$ cat src/rtl/mem_port_arbiter.sv
// Two-requester (fetch / data) arbiter onto a single registered memory port.
// One transaction in flight; round-robin on ties; response timeout aborts with err_o.
module mem_port_arbiter #(
  parameter int unsigned TIMEOUT_CYC = 255
) (
  input  logic        clk_i,
  input  logic        rst_i,
  input  logic        fetch_req_i,
  input  logic [31:0] fetch_addr_i,
  output logic [31:0] fetch_rdata_o,
  output logic        fetch_ack_o,
  input  logic        data_req_i,
  input  logic        data_we_i,
  input  logic [31:0] data_addr_i,
  input  logic [31:0] data_wdata_i,
  input  logic [3:0]  data_wstrb_i,
  output logic [31:0] data_rdata_o,
  output logic        data_ack_o,
  output logic        mem_req_o,
  output logic        mem_we_o,
  output logic [31:0] mem_addr_o,
  output logic [31:0] mem_wdata_o,
  output logic [3:0]  mem_wstrb_o,
  input  logic        mem_ready_i,
  input  logic        mem_rvalid_i,
  input  logic [31:0] mem_rdata_i,
  output logic        err_o
);

  typedef enum logic [1:0] {IDLE, ISSUE, WAIT_RESP} state_t;

  localparam logic [7:0] TO_LIMIT = 8'(TIMEOUT_CYC);

  state_t     state;
  logic       last_grant;  // 1 = data was granted last
  logic       owner;       // 1 = data owns the transaction in flight
  logic [7:0] cnt;
  logic       fetch_elig, data_elig, pick_data;
  logic [7:0] cnt_nxt;

  // A requester being acked this cycle is still holding req; don't regrant it.
  assign fetch_elig = fetch_req_i & ~fetch_ack_o;
  assign data_elig  = data_req_i  & ~data_ack_o;
  assign pick_data  = data_elig & (~fetch_elig | ~last_grant);
  assign cnt_nxt    = cnt + 8'd1;

  always_ff @(posedge clk_i) begin
    if (rst_i) begin
      state         <= IDLE;
      last_grant    <= 1'b1;
      owner         <= 1'b0;
      cnt           <= '0;
      fetch_rdata_o <= '0;
      fetch_ack_o   <= 1'b0;
      data_rdata_o  <= '0;
      data_ack_o    <= 1'b0;
      mem_req_o     <= 1'b0;
      mem_we_o      <= 1'b0;
      mem_addr_o    <= '0;
      mem_wdata_o   <= '0;
      mem_wstrb_o   <= '0;
      err_o         <= 1'b0;
    end else begin
      fetch_ack_o <= 1'b0;
      data_ack_o  <= 1'b0;
      err_o       <= 1'b0;
      case (state)
        IDLE: begin
          if (fetch_elig | data_elig) begin
            owner      <= pick_data;
            last_grant <= pick_data;
            mem_req_o  <= 1'b1;
            state      <= ISSUE;
            if (pick_data) begin
              mem_we_o    <= data_we_i;
              mem_addr_o  <= data_addr_i;
              mem_wdata_o <= data_wdata_i;
              mem_wstrb_o <= data_wstrb_i;
            end else begin
              mem_we_o    <= 1'b0;
              mem_addr_o  <= fetch_addr_i;
              mem_wdata_o <= '0;
              mem_wstrb_o <= '0;
            end
          end
        end
        ISSUE: begin
          if (mem_ready_i) begin
            mem_req_o <= 1'b0;
            cnt       <= '0;
            state     <= WAIT_RESP;
          end
        end
        WAIT_RESP: begin
          if (mem_rvalid_i || cnt_nxt == TO_LIMIT) begin
            // Timeout returns zero data with err_o alongside the ack.
            if (owner) begin
              data_ack_o   <= 1'b1;
              data_rdata_o <= mem_rvalid_i ? mem_rdata_i : 32'h0;
            end else begin
              fetch_ack_o   <= 1'b1;
              fetch_rdata_o <= mem_rvalid_i ? mem_rdata_i : 32'h0;
            end
            err_o <= ~mem_rvalid_i;
            state <= IDLE;
          end else begin
            cnt <= cnt_nxt;
          end
        end
        default: state <= IDLE;
      endcase
    end
  end

endmodule

$ cat config.mk
export PLATFORM = sky130hd
export DESIGN_NAME = mem_port_arbiter
export DESIGN_NICKNAME = d
export VERILOG_FILES = /design/src/rtl/mem_port_arbiter.sv
export SDC_FILE = /design/constraint.sdc
export NUM_CORES = 1
export LEC_CHECK = 0
export CAP_MARGIN = 5
export CORE_AREA = 3 3 105 107
export CTS_CLUSTER_SIZE = 20
export DETAILED_ROUTE_END_ITERATION = 16
export DIE_AREA = 0 0 108 110
export DONT_BUFFER_PORTS = 1
export PLACE_DENSITY = 0.74
export SLEW_MARGIN = 20
export SYNTH_ARGS = -nofsm -noshare
export SYNTH_HDL_FRONTEND = slang
export SYNTH_SLANG_ARGS = --single-unit
$ cat constraint.sdc
create_clock -name clk_i -period 2.15 [get_ports clk_i]
set_input_delay 0.3225 -clock clk_i [delete_from_list [all_inputs] [get_ports clk_i]]
set_output_delay 0.3225 -clock clk_i [all_outputs]
set_load 0.02 [all_outputs]
==> impl_metrics.toml <==
[outcome]
outcome = "finished with violations"
violations = "negative hold slack"

[routing]
antenna_left = 0
vias = 4986
viasPerCell = 6.17
drc = 0
drt_iter0_drc = 402
finalWirelength_um = 16200
route.detailed.wl_per_inst_um = 20.0
first_pass_iters = 6

[synthesis]
synth_compound_area_share_pct = 27.0
syn_area_per_cell_um2 = 9.32
ys_top_cells_by_count = "dfxtp_1, nor2_1, a21oi_1, a22oi_1, nand2_1"
synth_edf_count = 0
yosysUniqueCellTypes = 40
syn-instance-count = 648
synth.area.mux_share_pct = 5.64
synth_top_family_by_area = "compound AO/OA/AOI/OAI gates"
yosys.area.top_type = "dfxtp_1"
ys_ff_latch = 149
synth.most_common_cell = "dfxtp_1"
synth_top_cells_by_area = "dfxtp_1, a22oi_1, o31ai_2, a21oi_1, mux2i_1"
synth_ff_type = "dfxtp_1"
synth-simple-area-share_pct = 12.3
ys_seq_area_share_pct = 49.4
synth-adder-area-share_pct = 0.414
syn_area_um2 = 6040
synth_top_area_share_pct = 49.4
yosys_warnings = 0
async_flop_share_pct = 0
synth_fp_nets = 789
synth-xor-area-share_pct = 0.414

[setup_path]
cpMaxStageDelayCell = "dlygate4sd3_1"
worstSetupPathType = "register to register"
path_buf_inv = 2
worstPathCellList = "nor2b_1 > a21bo_4 > buf_12 > mux2i_1 > a211oi_1 > dlygate4sd3_1"
worstPathArrival_ns = 2.53
cp.required_ns = 2.61
critPathLaunchType = "register"
cp-end-kind = "register"
critPathMaxStageDelay_ns = 0.61
path_delay_family = "buffers and inverters"
worst-path-max-fanout = 16

[final_layout]
area_delta_synth_final_pct = 16.2
final_util_pct = 68.6
final_nets = 799
layout-drive-gt1-share_pct = 14.2
fin_area_um2 = 7020
fillerInstances = 810

[clock_network]
path_clk_slew_ns = 0.06
cts_tree = "yes"
numCtsBuffers = 17
clock-sinks = 149
htreeDepth = 4
cts_buffer_depth = 2
cts_root_buf = "clkbuf_8"
clk_latency_ns = 0.52

[sta]
finalMaxSlewViolations = 0
fin_crit_ns = 2.07
tightest_slew_ns = 0.533
final-setup-viol-count = 0
fin_crit_sh_pct = 96.3
slew-limit-headroom_pct = 64.5
fin_skew_ns = 0.0115
whs_ns = -0.107
fmax_ghz = 0.483
finalHoldViolCount = 105

[grt]
grt_first_pass_wirelength_um = 23600
grt_max_degree = 145
antenna_found_initial = 1
grt_overflow = 0
track_usage_pct = 25.1
first_global_vias = 4757

[floorplan]
io_pins = 276
rows = 37
coreArea_um2 = 10200
start_util_pct = 59.0
design.die.area_um2 = 11900
die_w_um = 108
die_h_um = 110

[min_path]
hold_path_class = "primary input to register"

[pwr]
leakagePower_uw = 0.00253
max-vdd-ir-drop_mv = 0.599
power_density_nw_per_um2 = 904

[run]
cap_violations = 0

[placement]
io_buffers = 0
place.detailed.hpwl_um = 10500
place_congestion = 0.850
placed_area_um2 = 6090
timing repair:
item	in CTS	in global routing
setup endpoints to repair	0	10
hold buffers	13	23
resized for setup	0	7
buffers inserted	0	1
hold endpoints to repair	141	128
power by group:
group / internal, uW / switching (uW)
registers: 2900 / 273
logic: 297 / 336
clock network: 1410 / 1130
final timing paths:
| check | from | cells past startpoint | slack [ns] | to |
|---|---|---|---|---|
| setup / recovery | fetch_ack_o$_SDFF_PP0_ | 6 | 0.08 | mem_addr_o[1]$_SDFFE_PP0P_ |
| hold / removal | rst_i | 1 | -0.11 | data_rdata_o[6]$_SDFFE_PP0P_ |
| setup reg to reg | fetch_ack_o$_SDFF_PP0_ | 6 | 0.08 | mem_addr_o[1]$_SDFFE_PP0P_ |
| hold reg to reg | cnt[7]$_SDFFE_PP0P_ | 1 | 0.48 | cnt[7]$_SDFFE_PP0P_ |
kinds of logic (layout without fill, tap and decap cells):
kind of cell,Yosys count,in the layout
buf+inv,64,87
compound gates,221,221
flops,149,149
xor+xnor,2,2
other cells,0,1
mux,34,34
fa+ha+maj,2,2
simple gates,176,176
worst reg2reg max path, cell delays in order (launching register included):
cell and delay, ns:
dfxtp_1 0.32, nor2b_1 0.26, a21bo_4 0.24, buf_12 0.19, mux2i_1 0.10, a211oi_1 0.30
dlygate4sd3_1 0.61
flip-flops by register name, indices dropped and copies added (netlist names), 2 cells and up:
signal and cells:
data_rdata_o 32, fetch_rdata_o 32, mem_addr_o 32, mem_wdata_o 32, cnt 8, mem_wstrb_o 4
state 2
through the flow:
stage / cells / setup WS, ns / power, uW / setup TNS (ns) / hold WS (ns)
detailed placement: 737 / 0.150 / 3730 / 0 / 0.409
global placement: 737 / 0.246 / 3700 / 0 / 0.405
finish: 808 / 0.0795 / 6350 / 0 / -0.107
floorplan: 648 / 0.294 / 3640 / 0 / 0.400
CTS: 782 / 0.0112 / 6280 / 0 / -0.150
global route: 808 / -0.0320 / 6600 / -0.0441 / -0.138
cell usage in the layout (no fill, tap or decap), types with 2 or more instances in the layout:
master and instances:
dfxtp_1 147, nor2_1 75, a22oi_1 71, a21oi_1 71
nand2_1 68, dlygate4sd3_1 36, mux2i_1 34, o31ai_2 32
a211oi_1 31, clkbuf_16 17, buf_4 11, nand3_1 7
clkinvlp_4 6, inv_1 4, clkinv_2 4, and3_1 3
a31oi_1 3, o21ai_0 3, nor3_1 3, clkbuf_1 3
buf_12 3, o21a_2 2, nor2b_1 2, nor2_2 2
or3b_2 2, or4_1 2, or3_1 2, dfxtp_2 2
routing by layer:
metal  vias up  GRT usage (%)  share of wire, %
li1       2369              -                 -
met1      2370           27.8                37
met2       224           43.5                52
met3        23           9.84                10
met4         0           9.92               1.6
met5         -              0                 0
layout make-up:
class	instances	area, um^2	area share [%]
repair buffers	51	528	7.52
inverters	4	15.0	0.214
clock buffers	20	425	6.06
multi-input cells	435	2810	40.0
well taps	136	170	2.43
clock inverters	12	82.6	1.18
diodes	1	2.50	0.0357
flip-flops and latches	149	2990	42.5
No activity file was read; power rests on OpenSTA's default activity.
